File: config.mk
export PLATFORM = sky130hd
export DESIGN_NAME = write_back_fetch_gen
export DESIGN_NICKNAME = d
export VERILOG_FILES = /design/src/rtl/write_back_fetch_gen.sv
export SDC_FILE = /design/constraint.sdc
export NUM_CORES = 1
export LEC_CHECK = 0
export BUFFER_PORTS_ARGS = -buffer_cell sky130_fd_sc_hd__buf_2
export CORE_ASPECT_RATIO = 1.1
export CORE_MARGIN = 8
export CORE_UTILIZATION = 48
export CTS_CLUSTER_DIAMETER = 50
export DETAILED_ROUTE_END_ITERATION = 8
export GPL_ROUTABILITY_DRIVEN = 0
export GPL_TIMING_DRIVEN = 1
export PLACE_DENSITY_LB_ADDON = 0.2
export SETUP_SLACK_MARGIN = 0.1
export SLEW_MARGIN = 25
export SYNTH_ARGS = -nofsm -noshare
export SYNTH_HDL_FRONTEND = slang
export SYNTH_SLANG_ARGS = --single-unit
File: constraint.sdc
create_clock -name clk_i -period 3.4 [get_ports clk_i]
set_input_delay 0 -clock clk_i [delete_from_list [all_inputs] [get_ports clk_i]]
set_output_delay 0 -clock clk_i [all_outputs]
set_load 0.01 [all_outputs]
File: src/rtl/write_back_fetch_gen.sv
// Write-back/fetch stage: merges ALU results with multi-beat sized loads and owns the fetch PC.
// Single-beat loads are combinational; a word load completes in its last beat. load_busy_o stalls upstream.
module write_back_fetch_gen #(
  parameter int XLEN    = 32,
  parameter int BUS_W   = 16,
  parameter int PC_STEP = 2,
  parameter logic [XLEN-1:0] RESET_PC = '0
) (
  input  logic              clk_i,
  input  logic              rst_ni,
  input  logic              mem_to_reg_i,
  input  logic [1:0]        load_size_i,
  input  logic              load_signed_i,
  input  logic [BUS_W-1:0]  data_read_i,
  input  logic [XLEN-1:0]   data_calc_i,
  output logic [XLEN-1:0]   write_back_o,
  output logic              wb_valid_o,
  output logic              load_busy_o,
  input  logic              instr_mem_en_i,
  input  logic              stall_fetch_i,
  input  logic              stall_pc_i,
  input  logic              branch_i,
  input  logic [XLEN-1:0]   branch_pc_i,
  output logic              instr_mem_re_o,
  output logic [XLEN-1:0]   instr_mem_addr_o,
  output logic [XLEN-1:0]   pc_o,
  output logic [XLEN-1:0]   next_pc_o
);
  localparam int BEATS = XLEN / BUS_W;
  localparam int CNT_W = $clog2(BEATS);
  localparam int ACC_W = XLEN - BUS_W;
  localparam logic [XLEN-1:0] STEP       = XLEN'(PC_STEP);
  localparam logic [XLEN-1:0] ALIGN_MASK = ~(XLEN'(PC_STEP - 1));
  localparam logic [CNT_W-1:0] LAST_BEAT = CNT_W'(BEATS - 1);

  typedef enum logic {S_IDLE, S_COLLECT} state_t;

  state_t            r_state, w_state_nxt;
  logic [CNT_W-1:0]  r_cnt, w_cnt_nxt;
  logic [ACC_W-1:0]  r_acc, w_acc_nxt;
  logic              w_load;
  logic              w_word;
  logic [XLEN-1:0]   w_ext;

  // Loads are ignored while reset is held so outputs track data_calc_i.
  assign w_load = mem_to_reg_i & rst_ni;
  assign w_word = load_size_i[1];

  always_comb begin
    if (load_size_i[0])
      w_ext = {{(XLEN-16){load_signed_i & data_read_i[15]}}, data_read_i[15:0]};
    else
      w_ext = {{(XLEN-8){load_signed_i & data_read_i[7]}}, data_read_i[7:0]};
  end

  always_ff @(posedge clk_i or negedge rst_ni) begin
    if (!rst_ni) begin
      r_state <= S_IDLE;
      r_cnt   <= '0;
      r_acc   <= '0;
    end else begin
      r_state <= w_state_nxt;
      r_cnt   <= w_cnt_nxt;
      r_acc   <= w_acc_nxt;
    end
  end

  always_comb begin
    w_state_nxt  = r_state;
    w_cnt_nxt    = r_cnt;
    w_acc_nxt    = r_acc;
    write_back_o = data_calc_i;
    wb_valid_o   = 1'b1;
    load_busy_o  = 1'b0;
    case (r_state)
      S_IDLE: begin
        if (w_load) begin
          if (w_word) begin
            w_acc_nxt[BUS_W-1:0] = data_read_i;
            w_cnt_nxt            = CNT_W'(1);
            w_state_nxt          = S_COLLECT;
            wb_valid_o           = 1'b0;
            load_busy_o          = 1'b1;
          end else begin
            write_back_o = w_ext;
          end
        end
      end
      S_COLLECT: begin
        // A dropped mem_to_reg_i abandons the partial load.
        if (!w_load) begin
          w_state_nxt = S_IDLE;
          w_cnt_nxt   = '0;
        end else if (r_cnt == LAST_BEAT) begin
          write_back_o = {data_read_i, r_acc};
          w_state_nxt  = S_IDLE;
          w_cnt_nxt    = '0;
        end else begin
          for (int b = 1; b < BEATS - 1; b++) begin
            if (r_cnt == CNT_W'(b)) w_acc_nxt[b*BUS_W +: BUS_W] = data_read_i;
          end
          w_cnt_nxt   = r_cnt + CNT_W'(1);
          wb_valid_o  = 1'b0;
          load_busy_o = 1'b1;
        end
      end
      default: w_state_nxt = S_IDLE;
    endcase
  end

  logic            r_pend_v;
  logic [XLEN-1:0] r_pc, r_pend_pc;
  logic            w_pc_en;
  logic [XLEN-1:0] w_branch_al, w_tgt;

  assign w_pc_en     = instr_mem_en_i & ~stall_pc_i;
  assign w_branch_al = branch_pc_i & ALIGN_MASK;
  assign w_tgt       = branch_i ? w_branch_al : (r_pend_v ? r_pend_pc : r_pc + STEP);

  assign instr_mem_re_o   = ~stall_fetch_i;
  assign instr_mem_addr_o = (w_pc_en & instr_mem_re_o) ? w_tgt : r_pc;
  assign next_pc_o        = w_tgt + STEP;
  assign pc_o             = r_pc;

  // A redirect seen while the PC is held is latched; the newest one wins.
  always_ff @(posedge clk_i or negedge rst_ni) begin
    if (!rst_ni) begin
      r_pc      <= RESET_PC;
      r_pend_v  <= 1'b0;
      r_pend_pc <= '0;
    end else if (w_pc_en) begin
      r_pc     <= w_tgt;
      r_pend_v <= 1'b0;
    end else if (branch_i) begin
      r_pend_pc <= w_branch_al;
      r_pend_v  <= 1'b1;
    end
  end
endmodule

==> results.md, run 1 <==
- Counting every sink on the clock net gives 82.
- The maximum vdd drop is 0.0002979 V.
- The number of max-cap violations is 0.
- The startpoint type of the worst setup path is a register.
- Summed over all cells, the static leakage comes to 3.958 nW.
- The number of antenna violations at the first check in global routing is 0.
- The number of global-route vias before repair is 6910.
- The number of iterations in the first detailed-routing pass is 8.
- Detailed routing placed a total of 1760 um of wire on met3.
- Yosys mapped a number of flops with a built-in enable equal to 0.
- For this design the total switching power over the nets is 0.001344 W.
- Setup repair after global routing could not meet its margin everywhere.
- For this configuration, the core starts out at a cell density of 48.80%.
- The iteration-0 DRC count of the detailed router is 544.
- The antenna diode count is 0.
- For the worst-skew pair, the clock arrives at the later sink with an insertion delay of 0.34 ns.
- The post-synthesis instance area is 6117 um2.
- The post-route netlist has 37.71% of its cells at a drive strength greater than 1.
- The post-synthesis share of cell area spent on xor and xnor gates is 6.586%.
- The count of H-tree levels built during CTS is 3.
- In the layout the commonest cells are sky130_fd_sc_hd__buf_2 (218), sky130_fd_sc_hd__nand2_1 (175), sky130_fd_sc_hd__dfrtp_1 (71).
- On the worst path, the slowest cell contributes a delay of 0.58 ns.
- The worst-path cell with the longest stage delay is sky130_fd_sc_hd__or4_4.
- The sequential share of power is 34.7%.
- The synthesized netlist contains 57 unique library cells.
- The cell seen most often among critical-path stages is sky130_fd_sc_hd__or4_4.
- In this run the horizontal extent of the chip is 123.6 um.
- The detail route stage leaves a number of antenna-violating nets equal to 0.
- The post-route DRC violation count is 0.
- The highest metal layer used by the detailed router is met4.
- The pin count of the biggest net entering global routing is 63.
- The highest attainable clock frequency is 303.0 MHz.
- The combinational family with the most area after synthesis is simple AND/OR/NAND/NOR gates.
- The portion of the post-synthesis area used by sequential elements is 33.54%.
- The combinational cell fraction of total power is 38.6%.
- Setup violations remaining at the end of the flow were counted as 0.
- For the pin with the worst max-slew slack, the measured transition is 0.9511 ns.
- Global routing consumed, over all layers together, 26.36% of the routing resources.
- The via count normalized by instance count is 5.741.
- The remaining global-route overflow is 0.
- During synthesis, Yosys emitted a total of 0 warnings.
- The average footprint of a synthesized cell is 7.893 um2.
- The routed length per instance is 18.25 um.
- The fill cell instance count of the final layout is 1031.
- The synthesized netlist devotes 20.23% of its cell area to compound gates.
- At the end of the flow, the number of nets in the layout was 1161.
- The final setup skew is 0.004586 ns.
- Clock-pin slew was measured on the worst setup and hold paths at 0.06 ns.
- Traced cell by cell, the critical path runs through nand3_1 > or4_4 > or4_4 > and3_4 > or2_4 > nor4_4 > buf_6 > nand4b_1 > xor2_1 > buf_2.
- The number of nets handed over by synthesis was 867.
- The area taken by flip-flops and latches is 2066 um2.
- The portion of the clock cycle consumed by the worst path in the final layout is 97.07%.
- The total number of placement rows is 43.
- The simple logic cell fraction of the synthesized area is 24.83%.
- The floorplan step set the die height to 134.4 um.
- Internal power comes to 0.002341 W.
- The post-synthesis sequential element count is 82.
- The type of element capturing the critical path is an output port.
- The portion of synthesized area spent on multiplexers is 10.19%.
- The number of CTS-inserted buffers is 9.
- The layout overhead on the synthesized area is 41.87%.
- The largest driver fanout on the critical path is 5.
- The number of pins exceeding their max-slew limit in the final report is 0.
- The share of flip-flops with an asynchronous set or reset after synthesis is 100.0%.
- The final layout contains routed wiring with a total length of 22470 um.
- The global-route wire length before repair is 35410 um.
- For the worst setup path, the data required time is 3.40 ns.
- 221 I/O pins were placed.
- The switching share of total power is 36.47%.
- During placement, the flow inserted port buffers numbering 219.
- The detailed router put a total of 9368 um of wire on met1.
- The data arrival time of the critical path is 3.30 ns.
- The utilization after layout is 69.23%.
- The root buffer cell chosen for the clock tree is sky130_fd_sc_hd__clkbuf_16.
- The worst pin sits at a relative slew slack of 36.26%.
- After the flow finishes, the layout carries non-filler instances totaling 1231.
- The die covers 16620 um2.
- The hold violation count in the final report was 0.
- Synthesis produced 775 cells.
- The critical path class is register to output port.
- The amount of wire on met2 after detailed routing is 10740 um.
- The multi-input combinational cells in the finished layout cover a total of 3965 um2.
- Counting I/O delays and the setup requirement, the final critical path takes 3.300 ns.
- The synthesized-area fraction occupied by adder cells is 0.4091%.
- The clock network accounts for 26.8% of the total power.
- The flow ran to the end, and the final reports show no timing, DRC or antenna violations.
- The detailed placement HPWL is 15910 um.
- The CTS tree is done.
- Power spread over the standard cell area amounts to 424.7 nW/um2.
- Counting along the longest clock path gives a buffer depth of 2.
- Leaving out fill and tap cells, the most frequent cell in the layout is sky130_fd_sc_hd__buf_2.
- The count of placed standard cells including taps is 1141.
- The final route contains 7067 vias.
- In the synthesized netlist the dominant register cell turns out to be sky130_fd_sc_hd__dfrtp_1.
- The placeable core region is 12540 um2.
- The worst hold-check path type is primary input to register.
-- final cells by class --
class | instances | area share (%)
Timing Repair Buffer | 335 | 24.25
Clock inverter | 7 | 0.7930
Inverter | 14 | 0.6055
Clock buffer | 9 | 2.595
Sequential cell | 82 | 23.80
Multi-Input combinational cell | 627 | 45.69
Tap cell | 157 | 2.264
-- metrics by stage --
stage	power (W)	setup WS, ns	hold slack [ns]	instance area (um2)	TNS [ns]
final	0.003685	0.09952	0.1217	8678	0
after CTS	0.003604	0.1002	0.09691	8387	0
after global placement	0.002530	0.2977	-0.02338	7530	0
after floorplan	0.002000	0.3733	-0.2956	6117	0
after global routing	0.003901	-0.004220	0.1230	8678	-0.004220
after detailed placement	0.002555	0.2568	-0.02225	7530	0
-- cells in the mapped netlist (all sizes together), types with 2 or more instances --
master    n  area, um2
and3      3      23.77
nand3    24      132.6
buf      10      46.30
a211oi   11      82.58
a31oi    27      168.9
and2b     2      17.52
and2     16      100.1
dfrtp    82       2052
xnor2    31      271.5
xor2     15      131.4
nor2b     3      18.77
o31ai     9      67.56
nand3b    2      15.01
nor2     34      127.6
nor3      9      45.04
a222oi    2      20.02
or2       4      27.53
nand4b    3      26.28
a22o      3      26.28
mux2     50      563.0
clkbuf   42      158.9
a21o      5      37.54
nor4     16      136.4
o22ai     7      43.79
inv      14      52.55
a22oi    11      82.58
nand2b    3      18.77
nand4    12      75.07
a21oi    37      185.2
ha        2      25.02
nand2   176      660.6
o21ai    70      350.3
o211ai    2      15.01
or4       7      52.55
o21a      6      45.04
a221oi    2      17.52
a31o      2      17.52
or3       4      25.02
a211o     2      17.52
mux2i     6      60.06
o31a      2      17.52
-- state kept, by name, indices dropped and copies added (netlist names) --
signal	count
pc_o	32
r_acc	16
r_cnt	1
r_pend_pc	31
r_pend_v	1
r_state	1
-- worst paths after layout --
check | slack, ns | startpoint | cells past startpoint | endpoint
max in group asynchronous | 2.12 | rst_ni | 3 | pc_o[11]
worst max register to register | 0.94 | pc_o[14] | 9 | pc_o[26]
worst min-delay path | 0.12 | load_size_i[1] | 4 | r_state
worst min register to register | 0.51 | r_acc[4] | 1 | r_acc[4]
min in group asynchronous | 0.17 | rst_ni | 2 | r_acc[0]
worst max-delay path | 0.1 | pc_o[8] | 10 | next_pc_o[31]
-- what timing repair did --
action,in CTS,in global routing
hold endpoints to repair,78,0
cloned,1,0
setup endpoints to repair,14,13
pin swaps,3,14
setup buffers,5,20
hold buffers,48,0
resized for setup,15,33
-- critical path: cells and delay by family (launching register included) --
family                 cells  cell delay (ns)
AND/OR/NAND/NOR            7             2.08
XOR/XNOR                   1             0.17
flip-flops                 1             0.37
buffers and inverters      2             0.33
-- layer usage --
metal | up-vias | global-route usage (%)
li1 | 3352 | -
met1 | 3354 | 33.75
met2 | 313 | 42.63
met3 | 48 | 5.464
met4 | 0 | 9.377
met5 | - | 0
-- cells by family after synthesis --
group,after synthesis
and+or+nand+nor,320
AOI/OAI and AO/OA,203
DFF,82
buffers and inverters,66
muxes,56
xor gates and xnor gates,46
adders and majority gates,2
-- power by group through the flow --
stage / sequential (W) / clock [W] / combinational [W]
global placement: 0.00129 / 0 / 0.00124
global route: 0.00130 / 0.00104 / 0.00156
CTS: 0.00128 / 0.000999 / 0.00132
finish: 0.00128 / 0.000986 / 0.00142
floorplan: 0.00130 / 0 / 0.000699
detailed placement: 0.00130 / 0 / 0.00125
Power figures use the tool's default switching activity.
==> inputs of run 2 (changes only) <==
Settings changed: CORE_UTILIZATION 48 to 51.
Clock period 3.4 ns to 3.7 ns, I/O delays scaled along.
==> run 2 against run 1 <==
Effect of this change:
- worst setup slack better by 0.22 ns
- critical endpoint unchanged
- clock power is 2% lower
- sequential cell count stayed put
- via count is 2.3% lower
- critical path depth is 1 higher
- first-iteration DRC count is 19% lower
- core utilization is 1.1 points higher
- count of clock-buffer cells in the layout is 1 higher
- clock skew is 0.0022 ns higher
- hold slack better by 0.0024 ns
==> results.md, run 2 (synthesis gave the netlist of run 1 again) <==
- The flow ran to the end, and the final reports show no timing, DRC or antenna violations.
- In the layout the commonest cells are sky130_fd_sc_hd__buf_2 (218), sky130_fd_sc_hd__nand2_1 (176), sky130_fd_sc_hd__dfrtp_1 (77).
- The routed length per instance came to 18.21 um (-0.23%).
- The number of antenna violations at the first check in global routing came to 0 (unchanged).
- The fraction of final layout cells with drive strength greater than 1 came to 33.56% (-4.2 points).
- The amount of wire on met3 after detailed routing came to 1752 um (-0.45%).
- The setup TNS after final layout is 0 ns (unchanged).
- The number of global-route vias before repair was 6741 (-2.4%).
- The clock sink total was 82 (unchanged).
- The transition at the pin with the smallest max-transition slack is 0.9145 ns (-0.03657 ns).
- The amount of wire on met2 after detailed routing is 10770 um (+0.31%).
- The chip height is 130.9 um (-2.6%).
- The overall track demand over capacity in global routing is 27.07% (+0.71 points).
- The worst endpoint required time is 3.70 ns (+0.30 ns).
- The number of CTS-inserted buffers was 9 (unchanged).
- The data arrival time of the critical path is 3.38 ns (+0.08 ns).
- The routed length on met1 is 8577 um (-8.4%).
- The hold violation count in the final report came to 0 (unchanged).
- Relative to the synthesized area, the layout overhead comes to 36.51%.
- The fill cell instance count of the final layout came to 982 (-4.8%).
- The final net count is 1127 (-2.9%).
- The initial standard-cell utilization of the core was 51.51% (+2.7 points).
- The post-route DRC violation count is 0 (unchanged).
- The number of nets still failing antenna checks after routing is 0 (unchanged).
- The areal power density over the cells was 400.1 nW/um2 (-5.8%).
- The final setup violation count is 0 (unchanged).
- The iteration-0 DRC count of the detailed router came to 443 (-19%).
- The total detailed-routing wirelength came to 21760 um (-3.1%).
- Derived from the worst setup path, the maximum achievable clock frequency is 296.0 MHz.
- For the finished layout, the period the worst path requires is 3.379 ns.
- The insertion delay of the later-clocked pin in the worst-skew pair was 0.34 ns (about the same).
- The number of placed I/O pins was 221 (unchanged).
- The total number of placement rows is 42 (-2.3%).
- The total leakage power is 3.788 nW (-4.3%).
- The count of H-tree levels built during CTS is 3 (unchanged).
- The vias after detailed routing came to 6907 (-2.3%).
- The detailed placement HPWL is 15860 um (-0.29%).
- The count of input and output buffers is 219 (unchanged).
- By startpoint and endpoint, the worst setup path is classified as register to output port.
- The placeable core region came to 11880 um2 (-5.3%).
- TritonCTS built the clock tree.
- The global-route wire length before repair is 34360 um (-3.0%).
- The number of max-cap violations was 0 (unchanged).
- The maximum count of clock buffers along a single path is 2 (unchanged).
- Setup repair after global routing left no endpoint under its margin.
- The remaining global-route overflow is 0 (unchanged).
- The finished layout cell area is 8351 um2 (-3.8%).
- The type of element capturing the critical path is an output port.
- The die boundary width is 120.4 um (-2.6%).
- The post-place instance area came to 7436 um2 (-1.2%).
- The worst slew slack as a fraction of its limit is 38.71% (+2.5 points).
- The number of pins exceeding their max-slew limit in the final report is 0 (unchanged).
- The worst hold-check path type is primary input to register.
- The die area is 15760 um2 (-5.2%).
- The maximum vdd drop came to 0.0002759 V (-7.4%).
- The final setup skew was 0.006787 ns (+0.002201 ns).
- The via count normalized by instance count is 5.780 (+0.68%).
- The number of iterations in the first detailed-routing pass is 5 (-3).
- The pin count of the biggest net entering global routing is 70 (+11%).
- The startpoint type of the worst setup path is a register.
- After detailed routing, no signal wire sits above met4.
- The largest driver fanout on the critical path is 8 (+3).
- The worst path uses 91.32% of the clock period.
- The clock-pin slew reported for the worst setup and hold paths after clock tree synthesis is 0.06 ns (about the same).
- The buffer type at the clock tree root is sky130_fd_sc_hd__clkbuf_16.
- The commonest non-fill, non-tap cell in the layout is sky130_fd_sc_hd__buf_2.
- The flip-flop count of the largest register after layout is 32 (unchanged).
-- run 2: cell types whose count changed in the layout (fill, tap and decap cells not counted), sizes merged --
cell | before | now
diode | 0 | 1
buf | 287 | 253
clkbuf | 9 | 10
clkinvlp | 2 | 0
bufinv | 1 | 2
inv | 15 | 14
clkinv | 3 | 4
-- run 2: final cells by class --
cell class	count	area, um2	area share (%)
Clock buffer	10	229.0	2.742
Inverter	14	52.55	0.6293
Sequential cell	82	2058	24.65
Antenna cell	1	2.502	0.02997
Tap cell	154	192.7	2.307
Timing Repair Buffer	301	1834	21.97
Multi-Input combinational cell	627	3890	46.58
Clock inverter	6	91.34	1.094
-- run 2: critical path, cell delays in order, from the launching register on --
cell                       delay, ns
sky130_fd_sc_hd__dfrtp_2        0.44
sky130_fd_sc_hd__nand4_1        0.24
sky130_fd_sc_hd__buf_4          0.22
sky130_fd_sc_hd__or4_4          0.53
sky130_fd_sc_hd__xnor2_1        0.16
sky130_fd_sc_hd__a211oi_1       0.30
sky130_fd_sc_hd__nor2_1         0.15
sky130_fd_sc_hd__nor4_4         0.30
sky130_fd_sc_hd__buf_4          0.23
sky130_fd_sc_hd__nand4b_1       0.15
sky130_fd_sc_hd__xor2_1         0.16
sky130_fd_sc_hd__buf_2          0.15
-- run 2: power breakdown --
part / leakage (nW) / switching (W) / internal, W
clock network: 0.157 / 0.000372 / 0.000594
logic: 2.65 / 0.000659 / 0.000516
registers: 0.983 / 0.000158 / 0.00104
-- run 2: repair_timing --
action | in CTS | in global routing
gates cloned | 0 | 0
endpoints found under the setup margin | 10 | 14
hold buffers | 48 | 0
resized for setup | 2 | 15
endpoints found under the hold margin | 60 | 0
buffers inserted | 1 | 3
pin swaps | 1 | 3
-- run 2: worst paths after layout --
| path | from | end | slack (ns) | depth (start not counted) |
|---|---|---|---|---|
| max | pc_o[12] | next_pc_o[31] | 0.32 | 11 |
| min | load_size_i[1] | r_state | 0.12 | 4 |
| max reg2reg | pc_o[4] | pc_o[26] | 1.08 | 8 |
| min reg2reg | r_acc[6] | r_acc[6] | 0.51 | 1 |
| max in group asynchronous | rst_ni | pc_o[12] | 2.34 | 3 |
| min in group asynchronous | rst_ni | r_state | 0.14 | 2 |
-- run 2: layer usage --
metal	vias to the layer above	track usage, %
met4	0	12.21
met3	49	5.844
met2	305	47.53
met5	-	0
met1	3263	31.12
li1	3290	-
-- run 2: stage by stage --
stage               utilization, %  std cells  total power, W  hold slack (ns)  setup slack, ns
CTS                          69.52       1191        0.003339           0.1129           0.1232
global route                 70.29       1194        0.003529           0.1866          0.09858
global placement             62.61       1126        0.002304          -0.1312           0.4506
detailed placement           62.61       1126        0.002326          -0.1300           0.4047
finish                       70.31       1195        0.003341           0.1241           0.3211
floorplan                        -        775        0.001837          -0.2956           0.6733
==> inputs of run 3 (changes only) <==
Settings changed: CORE_UTILIZATION 51 to 52, CTS_BUF_LIST from default to sky130_fd_sc_hd__clkbuf_4 sky130_fd_sc_hd__clkbuf_8, TNS_END_PERCENT from default to 1.
==> run 3 against run 2 <==
Effect of this change:
- non-clock buffer count decreased by 4
- critical path depth unchanged
- cell count decreased by 0.75%
- fmax decreased by 2.5%
- sequential power about the same
- hold slack got worse by 0.097 ns
- sequential cell count unchanged
- first-iteration DRC count increased by 35%
- critical endpoint unchanged
- largest power group unchanged
==> results.md, run 3 (synthesis gave the netlist of run 1 again) <==
- The worst hold-check path type is primary input to async pin.
- The flow ran to the end, and the final reports show no timing, DRC or antenna violations.
- The global-route track usage on met3 is 4.708% (-1.1 points).
- The number of CTS-inserted buffers is 9 (unchanged).
- The largest driver fanout on the critical path is 8 (unchanged).
- The global routing usage on met1 is 32.77% (+1.7 points).
- The highest attainable clock frequency is 288.4 MHz (-2.5%).
- The areal power density over the cells is 371.4 nW/um2 (-7.2%).
- The clock-pin slew reported for the worst setup and hold paths after clock tree synthesis is 0.10 ns (+0.04 ns).
- The reported net switching power came to 0.001160 W (-2.5%).
- The die boundary width came to 119.4 um (-0.83%).
- Setup repair after global routing could not meet its margin everywhere.
- The worst slew slack as a fraction of its limit is 38.92% (+0.21 points).
- The final setup skew came to 0.01215 ns (+0.005363 ns).
- The sequential share of power is 39.8% (+3.9 points).
- The total leakage power is 3.697 nW (-2.4%).
- By startpoint and endpoint, the worst setup path is classified as register to output port.
- The maximum vdd drop is 0.0002603 V (-5.7%).
- The post-route DRC violation count came to 0 (unchanged).
- The number of max-cap violations is 0 (unchanged).
- The final standard cell count with taps included and fillers excluded is 1186 (-0.75%).
- STA classifies the critical path endpoint as an output port.
- The insertion delay of the later-clocked pin in the worst-skew pair is 0.36 ns (+0.02 ns).
- The minimum setup slack after placement is 0.3846 ns (-0.02009 ns).
- The clock sink total was 82 (unchanged).
- The number of placed I/O pins is 221 (unchanged).
- The number of antenna violations at the first check in global routing is 0 (unchanged).
- The tree is rooted in a sky130_fd_sc_hd__clkbuf_8.
- The met2 track demand over resource is 44.29% (-3.2 points).
- The count of H-tree levels built during CTS came to 3 (unchanged).
- The data arrival time of the critical path is 3.47 ns (+0.09 ns).
- The total detailed-routing wirelength was 21210 um (-2.5%).
- The count of placed standard cells including taps was 1119 (-0.62%).
- The number of iterations in the first detailed-routing pass is 5 (unchanged).
- The number of pins exceeding their max-slew limit in the final report came to 0 (unchanged).
- The chip height came to 129.8 um (-0.85%).
- The fraction of final layout cells with drive strength greater than 1 is 32.72% (-0.84 points).
- The startpoint of the lowest-slack register-to-register path is pc_o[2].
- The portion of the clock cycle consumed by the worst path in the final layout is 93.70% (+2.4 points).
- The worst path setup slack after routing is 0.2331 ns (-0.08803 ns).
- The placeable core region is 11490 um2 (-3.2%).
- The remaining global-route overflow is 0 (unchanged).
- The setup TNS after final layout is 0 ns (unchanged).
- The hold violation count in the final report is 0 (unchanged).
- The via count normalized by instance count is 5.772 (-0.13%).
- The flip-flop count of the largest register after layout came to 32 (unchanged).
- The initial standard-cell utilization of the core is 53.23% (+1.7 points).
- The fill cell instance count of the final layout was 958 (-2.4%).
- The top cell types in the final layout, fill and taps aside, are sky130_fd_sc_hd__buf_2 (218), sky130_fd_sc_hd__nand2_1 (176), sky130_fd_sc_hd__dfrtp_1 (81).
- The antenna diode count came to 0 (-1).
- The transition at the pin with the smallest max-transition slack is 0.9113 ns (-0.003156 ns).
- The number of nets still failing antenna checks after routing is 0 (unchanged).
- The internal portion of total power is 0.001868 W (-13%).
- The post-layout minimum cycle time is 3.467 ns (+0.08803 ns).
- The total power draw came to 0.003028 W (-9.4%).
- The final setup violation count came to 0 (unchanged).
- The maximum count of clock buffers along a single path came to 2 (unchanged).
- STA classifies the critical path startpoint as a register.
- The global-route wire length before repair was 33110 um (-3.6%).
- From synthesis to final layout, the design area changed by 33.28%.
- The iteration-0 DRC count of the detailed router is 597 (+35%).
- TritonCTS built the clock tree.
- The routed length per instance is 17.88 um (-1.8%).
- The vias after detailed routing is 6846 (-0.88%).
- The pin count of the biggest net entering global routing was 70 (unchanged).
- The commonest non-fill, non-tap cell in the layout is sky130_fd_sc_hd__buf_2.
- The detailed placement HPWL is 15210 um (-4.1%).
- The count of input and output buffers is 219 (unchanged).
- The number of global-route vias before repair came to 6527 (-3.2%).
- The worst endpoint required time came to 3.70 ns (about the same).
- The total number of placement rows was 41 (-2.4%).
- The part of the power in the clock network came to 22.2% (-6.7 points).
- The final net count came to 1123 (-0.35%).
- In this run the worst setup path begins at pc_o[2].
- The die area is 15490 um2 (-1.7%).
- The switching share of total power is 38.30% (+2.7 points).
- The combinational cell fraction of total power is 38.0% (+2.8 points).
- The highest-utilization routing layer at the global route stage is met2.
- The overall track demand over capacity in global routing was 26.27% (-0.80 points).
## run 3: power by group through the flow
stage | clock network (W) | registers [W] | logic [W]
2_1_floorplan | 0 | 0.00119 | 0.000643
3_3_place_gp | 0 | 0.00121 | 0.00108
3_5_place_dp | 0 | 0.00122 | 0.00110
4_1_cts | 0.000680 | 0.00120 | 0.00114
5_1_grt | 0.000721 | 0.00123 | 0.00126
6_report | 0.000673 | 0.00120 | 0.00115
## run 3: per-stage QoR
step                cell area [um2]  hold WS [ns]  util [%]
detailed placement             7408       -0.1238     64.47
global placement               7408       -0.1238     64.47
CTS                            8109       0.03272     70.57
finish                         8153       0.02741     70.95
global route                   8153       0.05029     70.95
floorplan                      6117       -0.2956         -
## run 3: what timing repair did
action / 4_1_cts / 5_1_grt
endpoints found under the setup margin: 9 / 13
hold buffers: 48 / 0
gates resized for setup: 1 / 8
pin swaps: 2 / 1
endpoints found under the hold margin: 60 / 0
buffers inserted: 2 / 1
## run 3: path summary, 6_finish.rpt
check / endpoint / slack, ns / depth (start not counted)
max in group asynchronous: pc_o[2] / 2.43 / 3
min in group clk_i: r_state / 0.05 / 4
worst max register to register: pc_o[31] / 0.91 / 9
worst max-delay path: next_pc_o[31] / 0.23 / 11
worst min-delay path: r_pend_pc[24] / 0.03 / 2
worst min register to register: r_pend_pc[7] / 0.51 / 1
## run 3: cell type report
cell class                      count  area [um2]  share of cell area [%]
Clock buffer                       10       131.4                   1.611
Clock inverter                      6       67.56                  0.8287
Inverter                           14       52.55                  0.6446
Multi-Input combinational cell    627        3852                   47.25
Sequential cell                    82        2053                   25.18
Tap cell                          150       187.7                   2.302
Timing Repair Buffer              297        1808                   22.18
## run 3: worst max-delay path, stage by stage, from the launching register on
cell and delay, ns:
sky130_fd_sc_hd__dfrtp_2 0.42, sky130_fd_sc_hd__ha_2 0.23, sky130_fd_sc_hd__nand4_1 0.25, sky130_fd_sc_hd__nor4_1 0.45
sky130_fd_sc_hd__xnor2_1 0.14, sky130_fd_sc_hd__a221oi_1 0.37, sky130_fd_sc_hd__nand4_1 0.24, sky130_fd_sc_hd__nor4_4 0.33
sky130_fd_sc_hd__buf_4 0.23, sky130_fd_sc_hd__nand4b_1 0.13, sky130_fd_sc_hd__xor2_1 0.16, sky130_fd_sc_hd__buf_2 0.16
## run 3: per-layer routing
| layer | share of wire [%] | wire, um | vias to the layer above |
|---|---|---|---|
| met3 | 6.8 | 1447 | 45 |
| li1 | - | - | 3277 |
| met5 | 0 | 0 | - |
| met2 | 48 | 10190 | 289 |
| met1 | 42 | 8892 | 3235 |
| met4 | 3.2 | 680 | 0 |
